<file path="config.mk">
export PLATFORM = sky130hd
export DESIGN_NAME = pipe_hazard_ctrl
export DESIGN_NICKNAME = d
export VERILOG_FILES = /design/src/rtl/pipe_hazard_ctrl.sv
export SDC_FILE = /design/constraint.sdc
export NUM_CORES = 1
export LEC_CHECK = 0
export ABC_AREA = 0
export CAP_MARGIN = 20
export CORE_UTILIZATION = 34
export CTS_BUF_LIST = sky130_fd_sc_hd__clkbuf_16
export DETAILED_ROUTE_END_ITERATION = 6
export PLACE_DENSITY = 0.86
export SKIP_LAST_GASP = 1
export SLEW_MARGIN = 20
export SYNTH_ARGS = -nofsm -noshare
export SYNTH_HDL_FRONTEND = slang
export SYNTH_SLANG_ARGS = --single-unit
</file>
<file path="constraint.sdc">
create_clock -name clk -period 1.72 [get_ports clk]
set_input_delay 0.344 -clock clk [delete_from_list [all_inputs] [get_ports clk]]
set_output_delay 0.344 -clock clk [all_outputs]
set_load 0.02 [all_outputs]
</file>
<file path="src/rtl/pipe_hazard_ctrl.sv">
// -----------------------------------------------------------------------------
// pipe_hazard_ctrl
//
// This is the central stall/flush sequencer for the 5-stage RV32I pipeline.
// It combines three event sources into one set of per-register write-enables
// and flushes:
//   - the load-use stop from the hazard unit,
//   - the EX-stage branch/jump redirect,
//   - the multi-cycle data-memory handshake.
// It also runs the post-reset pipeline-clear sequence and a memory-wait
// watchdog.
//
// Build option:
//   PIPE_PERF_CNT_EN  When defined, the four performance counters are built.
//                     When undefined, the counter logic is left out and the
//                     perf_* ports are tied to zero.
//
// Parameters:
//   RST_BUBBLES  Number of INIT cycles that flush every pipeline register
//                after reset (>=1).
//   MEM_TIMEOUT  Number of MEM_WAIT cycles before mem_err is raised
//                (1..255).
//
// Ports:
//   clk            system clock, rising edge
//   rst_n          synchronous active-low reset
//   lu_stop        load-use hazard (ID needs a load result still in EX)
//   ex_redirect    taken branch / jal / jalr resolved in EX
//   mem_req        MEM stage holds a load or store
//   mem_ready      data memory completes the access this cycle
//   pc_we          PC load enable
//   pc_sel         0 = PC+4, 1 = EX redirect target
//   if_id_we       IF/ID enable
//   if_id_flush    IF/ID clear
//   id_ex_we       ID/EX enable
//   id_ex_flush    ID/EX clear
//   ex_mem_we      EX/MEM enable
//   ex_mem_flush   EX/MEM clear
//   mem_wb_flush   MEM/WB clear (MEM/WB has no enable)
//   stall          high whenever pc_we is low
//   mem_err        sticky watchdog flag
//   perf_cycles    RUN + MEM_WAIT cycle count
//   perf_lu        load-use bubbles inserted
//   perf_mem       memory stall cycles
//   perf_flush     redirects taken
// -----------------------------------------------------------------------------
module pipe_hazard_ctrl #(
    parameter int RST_BUBBLES = 4,
    parameter int MEM_TIMEOUT = 255
) (
    input  logic        clk,
    input  logic        rst_n,
    input  logic        lu_stop,
    input  logic        ex_redirect,
    input  logic        mem_req,
    input  logic        mem_ready,
    output logic        pc_we,
    output logic        pc_sel,
    output logic        if_id_we,
    output logic        if_id_flush,
    output logic        id_ex_we,
    output logic        id_ex_flush,
    output logic        ex_mem_we,
    output logic        ex_mem_flush,
    output logic        mem_wb_flush,
    output logic        stall,
    output logic        mem_err,
    output logic [31:0] perf_cycles,
    output logic [31:0] perf_lu,
    output logic [31:0] perf_mem,
    output logic [31:0] perf_flush
);

    // The bubble counter only needs to count up to RST_BUBBLES-1.
    localparam int BW = (RST_BUBBLES < 2) ? 1 : $clog2(RST_BUBBLES);
    localparam logic [BW-1:0] BUB_LAST = BW'(RST_BUBBLES - 1);
    localparam logic [7:0]    TMO      = 8'(MEM_TIMEOUT);

    typedef enum logic [1:0] {
        ST_INIT     = 2'd0,
        ST_RUN      = 2'd1,
        ST_MEM_WAIT = 2'd2
    } state_t;

    state_t        state_reg, state_next;
    logic [BW-1:0] bub_cnt_reg, bub_cnt_next;
    logic [7:0]    wait_cnt_reg, wait_cnt_next;
    logic          mem_err_reg, mem_err_next;

    logic memstall;       // the memory access is not finished this cycle
    logic active;         // the pipeline is out of its reset-clear sequence
    logic take_redirect;  // a redirect is actually applied this cycle
    logic take_bubble;    // a load-use bubble is actually inserted this cycle

    // ------------------------------------------------------------------
    // Event qualification
    // ------------------------------------------------------------------
    always_comb begin
        memstall = 1'b0;
        case (state_reg)
            ST_RUN:      memstall = mem_req & ~mem_ready;
            // Once waiting, only mem_ready matters. The MEM stage is frozen,
            // so mem_req is held by construction.
            ST_MEM_WAIT: memstall = ~mem_ready;
            default:     memstall = 1'b0;
        endcase
    end

    assign active = (state_reg == ST_RUN) || (state_reg == ST_MEM_WAIT);

    // A memory stall freezes the EX and ID stages. Their requests are
    // therefore held and get another chance on the release cycle.
    assign take_redirect = active & ~memstall & ex_redirect;

    // A redirect squashes the instruction that raised lu_stop, so no bubble
    // is needed in that case.
    assign take_bubble = active & ~memstall & ~ex_redirect & lu_stop;

    // ------------------------------------------------------------------
    // Next-state logic
    // ------------------------------------------------------------------
    always_comb begin
        state_next    = state_reg;
        bub_cnt_next  = bub_cnt_reg;
        wait_cnt_next = wait_cnt_reg;
        mem_err_next  = mem_err_reg;

        case (state_reg)
            ST_INIT: begin
                if (bub_cnt_reg == BUB_LAST) begin
                    state_next = ST_RUN;
                end else begin
                    bub_cnt_next = bub_cnt_reg + 1'b1;
                end
            end

            ST_RUN: begin
                if (memstall) begin
                    state_next    = ST_MEM_WAIT;
                    wait_cnt_next = 8'd1;
                end
            end

            ST_MEM_WAIT: begin
                if (mem_ready) begin
                    state_next    = ST_RUN;
                    wait_cnt_next = 8'd0;
                end else begin
                    // wait_cnt_reg holds the index of the current MEM_WAIT
                    // cycle. The flag therefore rises at the end of the
                    // MEM_TIMEOUT-th waiting cycle.
                    if (wait_cnt_reg >= TMO) begin
                        mem_err_next = 1'b1;
                    end
                    if (wait_cnt_reg != 8'hFF) begin
                        wait_cnt_next = wait_cnt_reg + 8'd1;
                    end
                end
            end

            default: begin
                state_next = ST_INIT;
            end
        endcase
    end

    // ------------------------------------------------------------------
    // Output decode (combinational from state and inputs)
    // ------------------------------------------------------------------
    always_comb begin
        pc_we        = 1'b0;
        pc_sel       = 1'b0;
        if_id_we     = 1'b0;
        if_id_flush  = 1'b0;
        id_ex_we     = 1'b0;
        id_ex_flush  = 1'b0;
        ex_mem_we    = 1'b0;
        ex_mem_flush = 1'b0;
        mem_wb_flush = 1'b0;

        if (!active) begin
            // Reset clear: hold the PC and flush every pipeline register.
            if_id_flush  = 1'b1;
            id_ex_flush  = 1'b1;
            ex_mem_flush = 1'b1;
            mem_wb_flush = 1'b1;
        end else if (memstall) begin
            // Freeze PC..EX/MEM. Send a NOP into WB so that the stalled
            // access does not retire twice.
            mem_wb_flush = 1'b1;
        end else if (take_redirect) begin
            pc_we       = 1'b1;
            pc_sel      = 1'b1;
            if_id_we    = 1'b1;
            if_id_flush = 1'b1;
            id_ex_we    = 1'b1;
            id_ex_flush = 1'b1;
            ex_mem_we   = 1'b1;
        end else if (take_bubble) begin
            // Hold IF and ID, and inject one bubble into EX.
            id_ex_we    = 1'b1;
            id_ex_flush = 1'b1;
            ex_mem_we   = 1'b1;
        end else begin
            pc_we     = 1'b1;
            if_id_we  = 1'b1;
            id_ex_we  = 1'b1;
            ex_mem_we = 1'b1;
        end
    end

    assign stall   = ~pc_we;
    assign mem_err = mem_err_reg;

    // ------------------------------------------------------------------
    // State registers
    // ------------------------------------------------------------------
    always_ff @(posedge clk) begin
        if (!rst_n) begin
            state_reg    <= ST_INIT;
            bub_cnt_reg  <= '0;
            wait_cnt_reg <= 8'd0;
            mem_err_reg  <= 1'b0;
        end else begin
            state_reg    <= state_next;
            bub_cnt_reg  <= bub_cnt_next;
            wait_cnt_reg <= wait_cnt_next;
            mem_err_reg  <= mem_err_next;
        end
    end

    // ------------------------------------------------------------------
    // Performance counters
    // ------------------------------------------------------------------
`ifdef PIPE_PERF_CNT_EN
    logic [3:0]  perf_inc;
    logic [31:0] perf_cnt_reg [4];

    // Counter index map: 0 = cycles, 1 = load-use bubbles,
    //                    2 = memory stalls, 3 = redirects.
    assign perf_inc[0] = active;
    assign perf_inc[1] = take_bubble;
    assign perf_inc[2] = memstall;
    assign perf_inc[3] = take_redirect;

    generate
        for (genvar gi = 0; gi < 4; gi++) begin : g_perf
            always_ff @(posedge clk) begin
                if (!rst_n) begin
                    perf_cnt_reg[gi] <= 32'd0;
                end else if (perf_inc[gi]) begin
                    perf_cnt_reg[gi] <= perf_cnt_reg[gi] + 32'd1;
                end
            end
        end
    endgenerate

    assign perf_cycles = perf_cnt_reg[0];
    assign perf_lu     = perf_cnt_reg[1];
    assign perf_mem    = perf_cnt_reg[2];
    assign perf_flush  = perf_cnt_reg[3];
`else
    assign perf_cycles = 32'd0;
    assign perf_lu     = 32'd0;
    assign perf_mem    = 32'd0;
    assign perf_flush  = 32'd0;
`endif

endmodule

</file>
Yosys cells after proc, flatten, opt, wreduce, memory -nomap -nowiden
Index checks and enable logic that the tools add are counted.
- register bits after elaboration: 13
- latch bits: 0
- RAM bits: 0
- memory bits (read-only): 0
- input port bits: 6
- output and inout port bits: 139
- word-level logic and storage cells: 58
- memories: 0
- add/subtract/negate cells: 2
- multipliers: 0
- div/mod/pow operators: 0
- magnitude comparators: 1
- eq/ne operators: 8
- shifts and indexed selects: 0
- multiplexer cells: 26
- bitwise logic cells: 10
- reductions and logical operators: 7
- operators by type and width (kind ; count):
    8-bit two-way mux ; 3
    1-bit two-way mux ; 17
    8-bit one-hot mux with 2 select lines ; 1
    3-bit AND reduction ; 3
    8-bit by 1-bit adder with 8-bit output, second input constant ; 1
    8-bit >= comparator, second input constant ; 1
    8-bit != test, second input constant ; 1
    2-bit two-way mux ; 3
    2-bit != test, second input constant ; 3
    2-bit one-hot mux with 3 select lines ; 1
    1-bit bitwise AND ; 5
    1-bit inverter ; 5
    2-bit equality test, second input constant ; 2
    3-bit by 2-bit != test with 1-bit output, second input constant ; 1
    2-bit by 1-bit adder with 2-bit output, second input constant ; 1
    2-bit by 1-bit equality test with 1-bit output, second input constant ; 1
    2-bit logical NOT ; 1
    1-bit one-hot mux with 2 select lines ; 1
    2-bit AND reduction ; 1
    2-bit nonzero test ; 1
    1-bit logical OR ; 1

Longest topological paths before layout
Gate-level depths: netlist (run 1).
- word-level depth: 12
- mapped depth: 7
- gate-level depth less buffers: 6

Worst setup path before layout (run 1)
OpenSTA, ideal clock, no wires.
- kind: reg-to-output
- start: register state_reg[0]
- end: output port pc_we
- arrival time: 1.914 ns
- data required time: 1.376 ns
- path slack: -0.538 ns
- stages on the path, launching flop included: 8
- buffers on the path: 1
- path through: dfxtp_1 > inv_1 > ha_1 > a21oi_1 > o21ai_0 > a21o_1 > inv_1 > buf_4
- cells in the longest elaborated chain, start to end: 10
- ends and longest elaborated chain (item ; line ; source):
    start, declared ; 85 ; state_t state_reg, state_next;
    start signal, assigned ; 225 ; state_reg <= state_next;
    2-bit equality test / 2-bit by 1-bit equality test with 1-bit output (equally long branches) ; 100, 109 ;
    1-bit one-hot mux with 2 select lines ; 100 ; case (state_reg)
    1-bit inverter ; 113, 117 ;
    1-bit bitwise AND ; 113, 117 ;
    1-bit bitwise AND (2 in series) ; 117 ; assign take_bubble = active & ~memstall & ~ex_redirect & lu_stop;
    1-bit two-way mux (3 in series) ; - ;
    1-bit two-way mux * ; - ;
    end, declared ; 57 ; output logic pc_we,
Mark *: on every way between the ends. The rest lies on a longest branch, timed or not.

Final worst setup path (run 1)
- start: register state_reg[1]
- end: output port if_id_we
- cells in the longest elaborated chain, start to end: 10
- ends and longest elaborated chain (item ; line ; source):
    2-bit equality test / 2-bit by 1-bit equality test with 1-bit output (equally long branches) ; 100, 109 ;
    1-bit one-hot mux with 2 select lines ; 100 ;
    1-bit inverter ; 113, 117 ;
    1-bit bitwise AND ; 113, 117 ;
    1-bit bitwise AND (2 in series) ; 117 ;
    1-bit two-way mux ; 199 ; end else if (take_bubble) begin
    1-bit two-way mux ; 191 ; end else if (take_redirect) begin
    1-bit two-way mux ; 187 ; end else if (memstall) begin
    1-bit two-way mux * ; 181 ; if (!active) begin
    end, declared ; 59 ; output logic if_id_we,
Marked as above.

==> impl_results.md, run 1 <==
- Result of the run: finished, violations left
- Failing checks: setup timing
- Critical Path Start Type: flip-flop
- Synth Warn #: 0
- Unrepaired setup endpoints after global routing: true
- Pre-antenna DRT Iters: 4
- Register bit total from synthesis: 13
- Maximum clock path buffer count: 2
- TritonCTS clock tree: done
- Number of placement rows: 26
- Clock network fraction of total power: 0.290
- Cts bufs inserted: 3
- Worst reg2reg path startpoint: state_reg[1]
- Largest net degree at the start of global routing: 14
- Endpoint with the worst hold slack: mem_err
- Worst reg-to-reg path cell count: 7
- Filler Cell Count: 533
- Wire length per cell: 8.25 um
- Synthesis-to-finish area growth: -0.279%
- Leading register cell type out of synthesis: dfxtp_1
- Area contributors post-synth: buf_4, dfxtp_1, ha_1, o21ai_0, inv_1
- Finish-stage setup viols: 4
- Clk Tree Root Cell: clkbuf_16
- Minimum hold slack: 0.469 ns
- Count of clock tree sinks: 13
- Clock-pin slew on the worst setup and hold paths: 0.05 ns
- Number of synthesized flops with an enable pin: 0
- Fin crit share: 1.03
- Port Buffers: 16
- DIE WIDTH: 74.6 um
- Insertion delay to the later sink of the worst-skew pair: 0.24 ns
- Flip-flop count of the largest register after layout: 8
- Crit end category: primary output
- Combinational group share of total power: 0.463
- Initial core utilization: 0.351
- Die span in y: 74.6 um
- Power density over the cells: 854 mW/mm2
- Required arrival time at the worst endpoint: 1.38 ns
- Total of max-cap violations: 0
- Flop2flop setup slack: 0.04 ns
- Minimum clock period: 1.77 ns
- Crit-path max FO: 3
- Clock Skew: 0.00148 ns
- Final-stage net count: 275
- Netlist cell types: 37
- Post-route DRC: 0
- CP Class: reg -> out
- GRT Residual Overflow: 0
- Sequential share of power: 0.247
- Commonest cells after routing, fill and taps aside: conb_1, buf_4, dfxtp_1
- Final setup slack of the worst path: -0.0510 ns
- Most prevalent standard cell on the critical path: buf_6
- Area leader, netlist: buf_4
- Worst hold path class: reg -> reg
- Via count of the first global-routing pass: 849
- Global-route wire length before repair: 3770 um
- Most common cell after layout, fill and taps aside: conb_1
- Multi-input gate area: 0.00106 mm2
- WL final: 2750 um
- Net Sw Frac: 0.424
- Vias after detailed routing: 1204
- Slowest library cell on the worst path: dfxtp_2
- Violation count after the first detailed-route iteration: 52
- Synthesized area per cell: 7.63 um2
- Lkg Pwr: 0.899 nW
- Number of antenna violations at the first check in global routing: 0
- Post-Synthesis Cell Area: 0.00179 mm2
- Detailed placement HPWL: 2060 um
- Number of H-tree levels: 1
- Max incr delay on CP: 0.32 ns
- Boundary pin count: 145
- Source of the worst hold timing path: mem_err
- Vias per cell: 3.62
- Final Slew Violations: 0
- Share of cells above drive strength 1: 0.186
- Fraction of registers with async set/reset: 0
- Core ar.: 0.00511 mm2
- Total routing usage reported by global routing: 0.0875
- Arrival @ worst endpoint: 1.43 ns
- Number of antenna cells inserted: 0
- Fraction of post-synthesis cell area in the top cell type by area: 0.548
- Cells on Worst Hold Path: 1
- Area occupied by registers: 265 um2
- Internal power: 880 uW
- Net Switching: 649 uW
- Fmax: 0.565 GHz
- Worst path cell trace: buf_6 > ha_4 > a21oi_4 > o21ai_4 > a21o_4 > inv_4 > buf_6
- Terminus of the critical flop-to-flop path: wait_cnt_reg[0]
- Number of standard cells after synthesis: 235
- Routability Congestion: 0.841
- Worst supply voltage drop on vdd: 0.771 mV
- Post-route antenna net violation count: 0
- Sequential fraction of the synthesis area: 0.145
- Final hold viol count: 0
- Total Die Area: 0.00557 mm2
- End-of-flow core utilization: 0.350
cell usage after synthesis, types with 2 or more instances:
master	n
nand4_1	2
dfxtp_1	13
o2bb2ai_1	2
buf_4	131
inv_1	10
o211ai_1	2
o31ai_1	2
nor2_1	8
nand2_1	10
and2_1	2
ha_1	5
o21a_1	3
o22ai_1	2
o21ai_0	10
or4_1	2
a21oi_1	4
nand3_1	7
cells by family after synthesis:
group / synth area share
xor+xnor: 0.00488
compound gates: 0.121
buf+inv: 0.571
fa+ha+maj: 0.0349
flops: 0.145
other cells: 0.00209
simple gates: 0.121
per-layer routing:
metal	track usage	up-vias	routed length, um
met1	0.104	543	974
met2	0.151	88	1520
li1	-	569	-
met3	0.0308	4	231
met4	0.0210	0	21
met5	0	-	0
power groups by stage:
| stage | registers [mW] | logic, mW | clock network (mW) |
|---|---|---|---|
| floorplan | 0.370 | 0.734 | 0 |
| global placement | 0.373 | 0.658 | 0 |
| detailed placement | 0.376 | 0.671 | 0 |
| CTS | 0.375 | 0.688 | 0.447 |
| global route | 0.383 | 0.779 | 0.470 |
| finish | 0.378 | 0.707 | 0.444 |
worst max-delay path by stage:
stage / to / startpoint / slack, ns
6_report: if_id_we / state_reg[1] / -0.05
2_1_floorplan: id_ex_flush / state_reg[1] / 0.005
3_5_place_dp: pc_we / mem_req / -0.56
5_1_grt: wait_cnt_reg[1] / mem_ready / -0.14
3_3_place_gp: id_ex_flush / mem_req / -0.55
4_1_cts: pc_we / state_reg[1] / -0.05
stage by stage:
stage                     area, um2  setup slack (ns)  std cells  setup TNS [ns]  power (mW)
after floorplan                2300           0.00512        362               0        1.10
after global placement         1660            -0.545        329           -5.78        1.03
after detailed placement       1660            -0.556        329           -6.18        1.05
after CTS                      1760           -0.0504        333          -0.148        1.51
after global routing           1790            -0.142        333          -0.746        1.63
final                          1790           -0.0510        333          -0.174        1.53
timing repair:
| item | 4_1_cts | 5_1_grt |
|---|---|---|
| resized for setup | 66 | 8 |
| endpoints found under the hold margin | 0 | 0 |
| setup buffers | 0 | 0 |
| pin swaps | 4 | 0 |
| hold buffers | 0 | 0 |
| setup endpoints to repair | 10 | 16 |
| cloned | 0 | 0 |
area by class of cell:
| class | count | share of cell area |
|---|---|---|
| multi-input combinational | 207 | 0.595 |
| inverter | 10 | 0.0238 |
| sequential | 13 | 0.148 |
| clock inverter | 1 | 0.00280 |
| timing repair buffer | 29 | 0.139 |
| clock buffer | 3 | 0.0420 |
| tap | 70 | 0.0490 |
worst max-delay path, delay by kind of cell (launching register included):
kind / cells / cell delay (ns)
AO/OA/AOI/OAI: 3 / 0.42
buffers and inverters: 3 / 0.29
flip-flops: 1 / 0.32
adder cells (fa/ha/maj): 1 / 0.16
Power figures use the tool's default switching activity.
==> inputs of run 2 (changes only) <==
- CELL_PAD_IN_SITES_DETAIL_PLACEMENT: unset -> 0
- CELL_PAD_IN_SITES_GLOBAL_PLACEMENT: unset -> 1
- CORE_UTILIZATION: 34 -> 22
- PLACE_DENSITY: 0.86 -> 0.85
- SETUP_SLACK_MARGIN: unset -> 0.3
==> impl_results.md, run 2 (synthesis gave the netlist of run 1 again) <==
- Result of the run: finished, violations left
- Failing checks: setup timing
- Routability Congestion: 0.780
- Fmax: 0.567 GHz
- Most common cell after layout, fill and taps aside: conb_1
- Required arrival time at the worst endpoint: 1.38 ns
- Power after layout: 1.56 mW
- Finish-stage setup viols: 4
- Boundary pin count: 145
- Clock-pin slew on the worst setup and hold paths: 0.05 ns
- Commonest cells after routing, fill and taps aside: conb_1, buf_4, dfxtp_1
- Critical Path Start Type: flip-flop
- Number of placement rows: 32
- Worst reg-to-reg path cell count: 8
- Fin crit share: 1.03
- Unrepaired setup endpoints after global routing: true
- WL final: 2690 um
- End of the critical path: pc_we
- Terminus of the critical flop-to-flop path: wait_cnt_reg[0]
- Internal power: 900 uW
- Filler Cell Count: 870
- Port Buffers: 16
- Via count of the first global-routing pass: 869
- Initial core utilization: 0.230
- Number of H-tree levels: 1
- Area occupied by registers: 268 um2
- Share of cells above drive strength 1: 0.224
- Vias after detailed routing: 1204
- Worst supply voltage drop on vdd: 0.254 mV
- Final Slew Violations: 0
- Maximum clock path buffer count: 2
- Post-route DRC: 0
- Clock Skew: 0.00142 ns
- Net Sw Frac: 0.424
- Clock network fraction of total power: 0.283
- Power density over the cells: 810 mW/mm2
- Worst hold path class: reg -> reg
- TritonCTS clock tree: done
- Insertion delay to the later sink of the worst-skew pair: 0.24 ns
- Total of max-cap violations: 0
- Post-route antenna net violation count: 0
- Largest net degree at the start of global routing: 14
- Crit end category: primary output
- Total Die Area: 0.00852 mm2
- Lkg Pwr: 0.967 nW
- Final-stage net count: 280
- Synthesis-to-finish area growth: 7.46%
- Multi-input gate area: 0.00110 mm2
- Combinational group share of total power: 0.474
- Final hold viol count: 0
- Count of clock tree sinks: 13
- CP Class: reg -> out
- Flop2flop setup slack: 0 ns
- Cts bufs inserted: 3
- DIE WIDTH: 92.3 um
- Die span in y: 92.3 um
- Clk Tree Root Cell: clkbuf_16
- Pre-antenna DRT Iters: 4
- Crit-path max FO: 4
- Core ar.: 0.00781 mm2
- Worst reg2reg path startpoint: state_reg[0]
- CP startpoint: state_reg[1]
- Final setup slack of the worst path: -0.0433 ns
- Wire length per cell: 7.28 um
- Arrival @ worst endpoint: 1.42 ns
- Total routing usage reported by global routing: 0.0580
- Violation count after the first detailed-route iteration: 40
- Worst slack at placement: -0.541 ns
- Vias per cell: 3.25
- Net Switching: 661 uW
- Flip-flop count of the largest register after layout: 8
- Number of antenna cells inserted: 0
- Cell area after layout: 0.00193 mm2
- Global-route wire length before repair: 3970 um
- Minimum clock period: 1.76 ns
- Number of antenna violations at the first check in global routing: 0
- Placement Cell Area: 0.00169 mm2
- Detailed placement HPWL: 2130 um
- GRT Residual Overflow: 0
- Sequential share of power: 0.243
-- run 2: critical path: stages (launching register included) --
cell and delay (ns):
dfxtp_4 0.37, inv_4 0.05, ha_4 0.16, a21oi_4 0.15, o21ai_4 0.08, a21o_4 0.20, inv_4 0.05, buf_6 0.11
-- run 2: how the worst min path moves through the flow --
| stage | slack, ns | startpoint | depth (start not counted) | to |
|---|---|---|---|---|
| 2_1_floorplan | 0.46 | wait_cnt_reg[1] | 2 | wait_cnt_reg[1] |
| 6_report | 0.47 | mem_err | 1 | mem_err |
| 3_5_place_dp | 0.46 | mem_err | 1 | mem_err |
| 3_3_place_gp | 0.46 | mem_err | 1 | mem_err |
| 5_1_grt | 0.52 | wait_cnt_reg[6] | 1 | wait_cnt_reg[6] |
| 4_1_cts | 0.47 | mem_err | 1 | mem_err |
-- run 2: through the flow --
stage	cells	hold slack (ns)	TNS, ns	utilization
after CTS	368	0.467	-0.146	0.244
after global placement	358	0.456	-5.55	0.217
after floorplan	362	0.455	0	-
after global routing	370	0.525	-0.504	0.247
after detailed placement	358	0.457	-6.03	0.217
final	370	0.471	-0.125	0.247
-- run 2: area by class of cell --
class / instances / area share
inverter: 10 / 0.0260
clock inverter: 1 / 0.00260
timing repair buffer: 34 / 0.155
tap: 102 / 0.0662
clock buffer: 3 / 0.0389
sequential: 13 / 0.139
multi-input combinational: 207 / 0.572
-- run 2: power groups by stage --
stage	sequential (mW)	clock [mW]	combinational [mW]
final	0.379	0.442	0.740
after CTS	0.379	0.456	0.727
after detailed placement	0.381	0	0.659
after floorplan	0.372	0	0.749
after global placement	0.377	0	0.651
after global routing	0.385	0.470	0.810
-- run 2: what timing repair did --
action / in CTS / in global routing
hold buffers: 0 / 0
buffers inserted: 6 / 2
endpoints found under the setup margin: 22 / 21
resized for setup: 82 / 4
hold endpoints to repair: 0 / 0
pin swaps: 7 / 8
-- run 2: per-layer routing --
layer / part of all wire / global-route usage / vias up
met1: 0.37 / 0.0647 / 543
met3: 0.082 / 0.0172 / 4
met2: 0.54 / 0.104 / 81
li1: - / - / 576
met5: 0 / 0 / -
met4: 0.013 / 0.0195 / 0
==> inputs of run 3 (changes only) <==
- GPL_TIMING_DRIVEN: unset -> 0
==> impl_results.md, run 3 (synthesis gave the netlist of run 1 again) <==
- Critical Path Start Type: flip-flop
- Final Slew Violations: 0
- Number of antenna violations at the first check in global routing: 0
- Worst reg2reg path startpoint: state_reg[0]
- Fin crit share: 1.07
- Combinational group share of total power: 0.573
- Boundary pin count: 145
- Flop2flop setup slack: -0.07 ns
- Result of the run: finished, violations left
- Total of max-cap violations: 0
- Post-route antenna net violation count: 0
- Flip-flop count of the largest register after layout: 8
- Most prevalent standard cell on the critical path: buf_6
- # hold bufs at CTS: 0
- Routability Congestion: 0.728
- Worst slack at placement: -0.620 ns
- Filler Cell Count: 798
- Most common cell after layout, fill and taps aside: buf_4
- Total routing usage reported by global routing: 0.0768
- Net Sw Frac: 0.389
- Detailed placement HPWL: 2720 um
- Crit end category: primary output
- Vias per cell: 3.21
- Wire length per cell: 7.55 um
- GRT Residual Overflow: 0
- Core ar.: 0.00781 mm2
- Slowest library cell on the worst path: dfxtp_4
- Cts bufs inserted: 3
- Number of placement rows: 32
- Global-route wire length before repair: 5450 um
- Initial core utilization: 0.230
- Synthesis-to-finish area growth: 65.8%
- Vias after detailed routing: 1593
- Final hold viol count: 0
- Port Buffers: 16
- Pre-antenna DRT Iters: 4
- Arrival @ worst endpoint: 1.49 ns
- CP Class: reg -> out
- Via count of the first global-routing pass: 1342
- WL final: 3750 um
- Sum Neg Setup Slack: -0.703 ns
- Clock network fraction of total power: 0.225
- Total Die Area: 0.00852 mm2
- Power density over the cells: 646 mW/mm2
- Commonest cells after routing, fill and taps aside: buf_4, conb_1, buf_6
- Minimum clock period: 1.83 ns
- Failing checks: setup timing
- Number of H-tree levels: 1
- Finish-stage setup viols: 10
- TritonCTS clock tree: done
- Share of cells above drive strength 1: 0.496
- Violation count after the first detailed-route iteration: 44
- Final-stage net count: 407
- Post-route DRC: 0
- Number of placed instances with taps included: 480
- Worst reg-to-reg path cell count: 9
- Insertion delay to the later sink of the worst-skew pair: 0.24 ns
- Clk Tree Root Cell: clkbuf_16
- Internal power: 1.17 mW
- Worst path cell trace: inv_6 > ha_4 > buf_6 > o21ai_4 > a21o_4 > inv_4 > buf_6 > buf_6
- Net Switching: 748 uW
- Terminus of the critical flop-to-flop path: wait_cnt_reg[7]
- Fmax: 0.545 GHz
- Lkg Pwr: 1.69 nW
- Clock-pin slew on the worst setup and hold paths: 0.04 ns
- DIE WIDTH: 92.3 um
- Sequential share of power: 0.202
- Number of antenna cells inserted: 0
- Worst supply voltage drop on vdd: 0.314 mV
- Count of clock tree sinks: 13
- Required arrival time at the worst endpoint: 1.38 ns
- Minimum hold slack: 0.470 ns
- Die span in y: 92.3 um
- Crit-path max FO: 3
- Unrepaired setup endpoints after global routing: true
- Final instance count without filler cells: 497
- Maximum clock path buffer count: 2
- End of the critical path: pc_we
- Worst hold path class: reg -> reg
- CP startpoint: state_reg[0]
- Max incr delay on CP: 0.37 ns
- Final setup slack of the worst path: -0.115 ns
- Largest net degree at the start of global routing: 11
- Clock Skew: 0.00269 ns
- Power after layout: 1.92 mW
-- run 3: cell count changes in the layout (fill, tap and decap cells not counted), sizes merged --
| cell | previous run | this run |
|---|---|---|
| clkbuf | 3 | 4 |
| clkinv | 1 | 0 |
| inv | 10 | 11 |
| buf | 28 | 154 |
-- run 3: power by group through the flow --
stage | registers [mW] | clock network, mW | logic, mW
final | 0.389 | 0.433 | 1.10
after global routing | 0.394 | 0.454 | 1.18
after global placement | 0.377 | 0 | 0.877
after CTS | 0.380 | 0.444 | 0.966
after detailed placement | 0.379 | 0 | 0.888
after floorplan | 0.372 | 0 | 0.749
-- run 3: how the worst min path moves through the flow --
stage / from / endpoint / slack (ns) / depth (start not counted)
4_1_cts: mem_err / mem_err / 0.48 / 1
3_5_place_dp: mem_err / mem_err / 0.47 / 1
2_1_floorplan: wait_cnt_reg[1] / wait_cnt_reg[1] / 0.46 / 2
3_3_place_gp: mem_err / mem_err / 0.45 / 1
6_report: mem_err / mem_err / 0.47 / 1
5_1_grt: mem_err / mem_err / 0.50 / 1
-- run 3: what timing repair did --
action                     4_1_cts  5_1_grt
buffers inserted                 8        5
pin swaps                        6        7
setup endpoints to repair       22       21
resized for setup               70       38
-- run 3: critical path: cells and delay by family, from the launching register on --
| family | cells | cell delay (ns) |
|---|---|---|
| DFF | 1 | 0.37 |
| AOI/OAI and AO/OA | 2 | 0.26 |
| buffers and inverters | 5 | 0.38 |
| adders and majority gates | 1 | 0.25 |
-- run 3: per-layer routing --
metal	routed length (um)	global-route usage
met5	0	0
met4	62	0.0326
met3	272	0.0205
met2	2040	0.146
met1	1380	0.0781
-- run 3: stage by stage --
| step | cell area, um2 | util |
|---|---|---|
| 2_1_floorplan | 2320 | - |
| 3_3_place_gp | 2610 | 0.335 |
| 3_5_place_dp | 2610 | 0.335 |
| 4_1_cts | 2800 | 0.358 |
| 5_1_grt | 2970 | 0.381 |
| 6_report | 2970 | 0.381 |
-- run 3: final cells by class --
| cell class | count | area, um2 | share of cell area |
|---|---|---|---|
| plain buffers | 132 | 995 | 0.334 |
| well taps | 102 | 128 | 0.0429 |
| flip-flops and latches | 13 | 270 | 0.0909 |
| clock inverters | 1 | 3.75 | 0.00126 |
| repair buffers | 29 | 273 | 0.0917 |
| inverters | 10 | 52.6 | 0.0177 |
| multi-input cells | 207 | 1180 | 0.396 |
| clock buffers | 3 | 75.1 | 0.0252 |
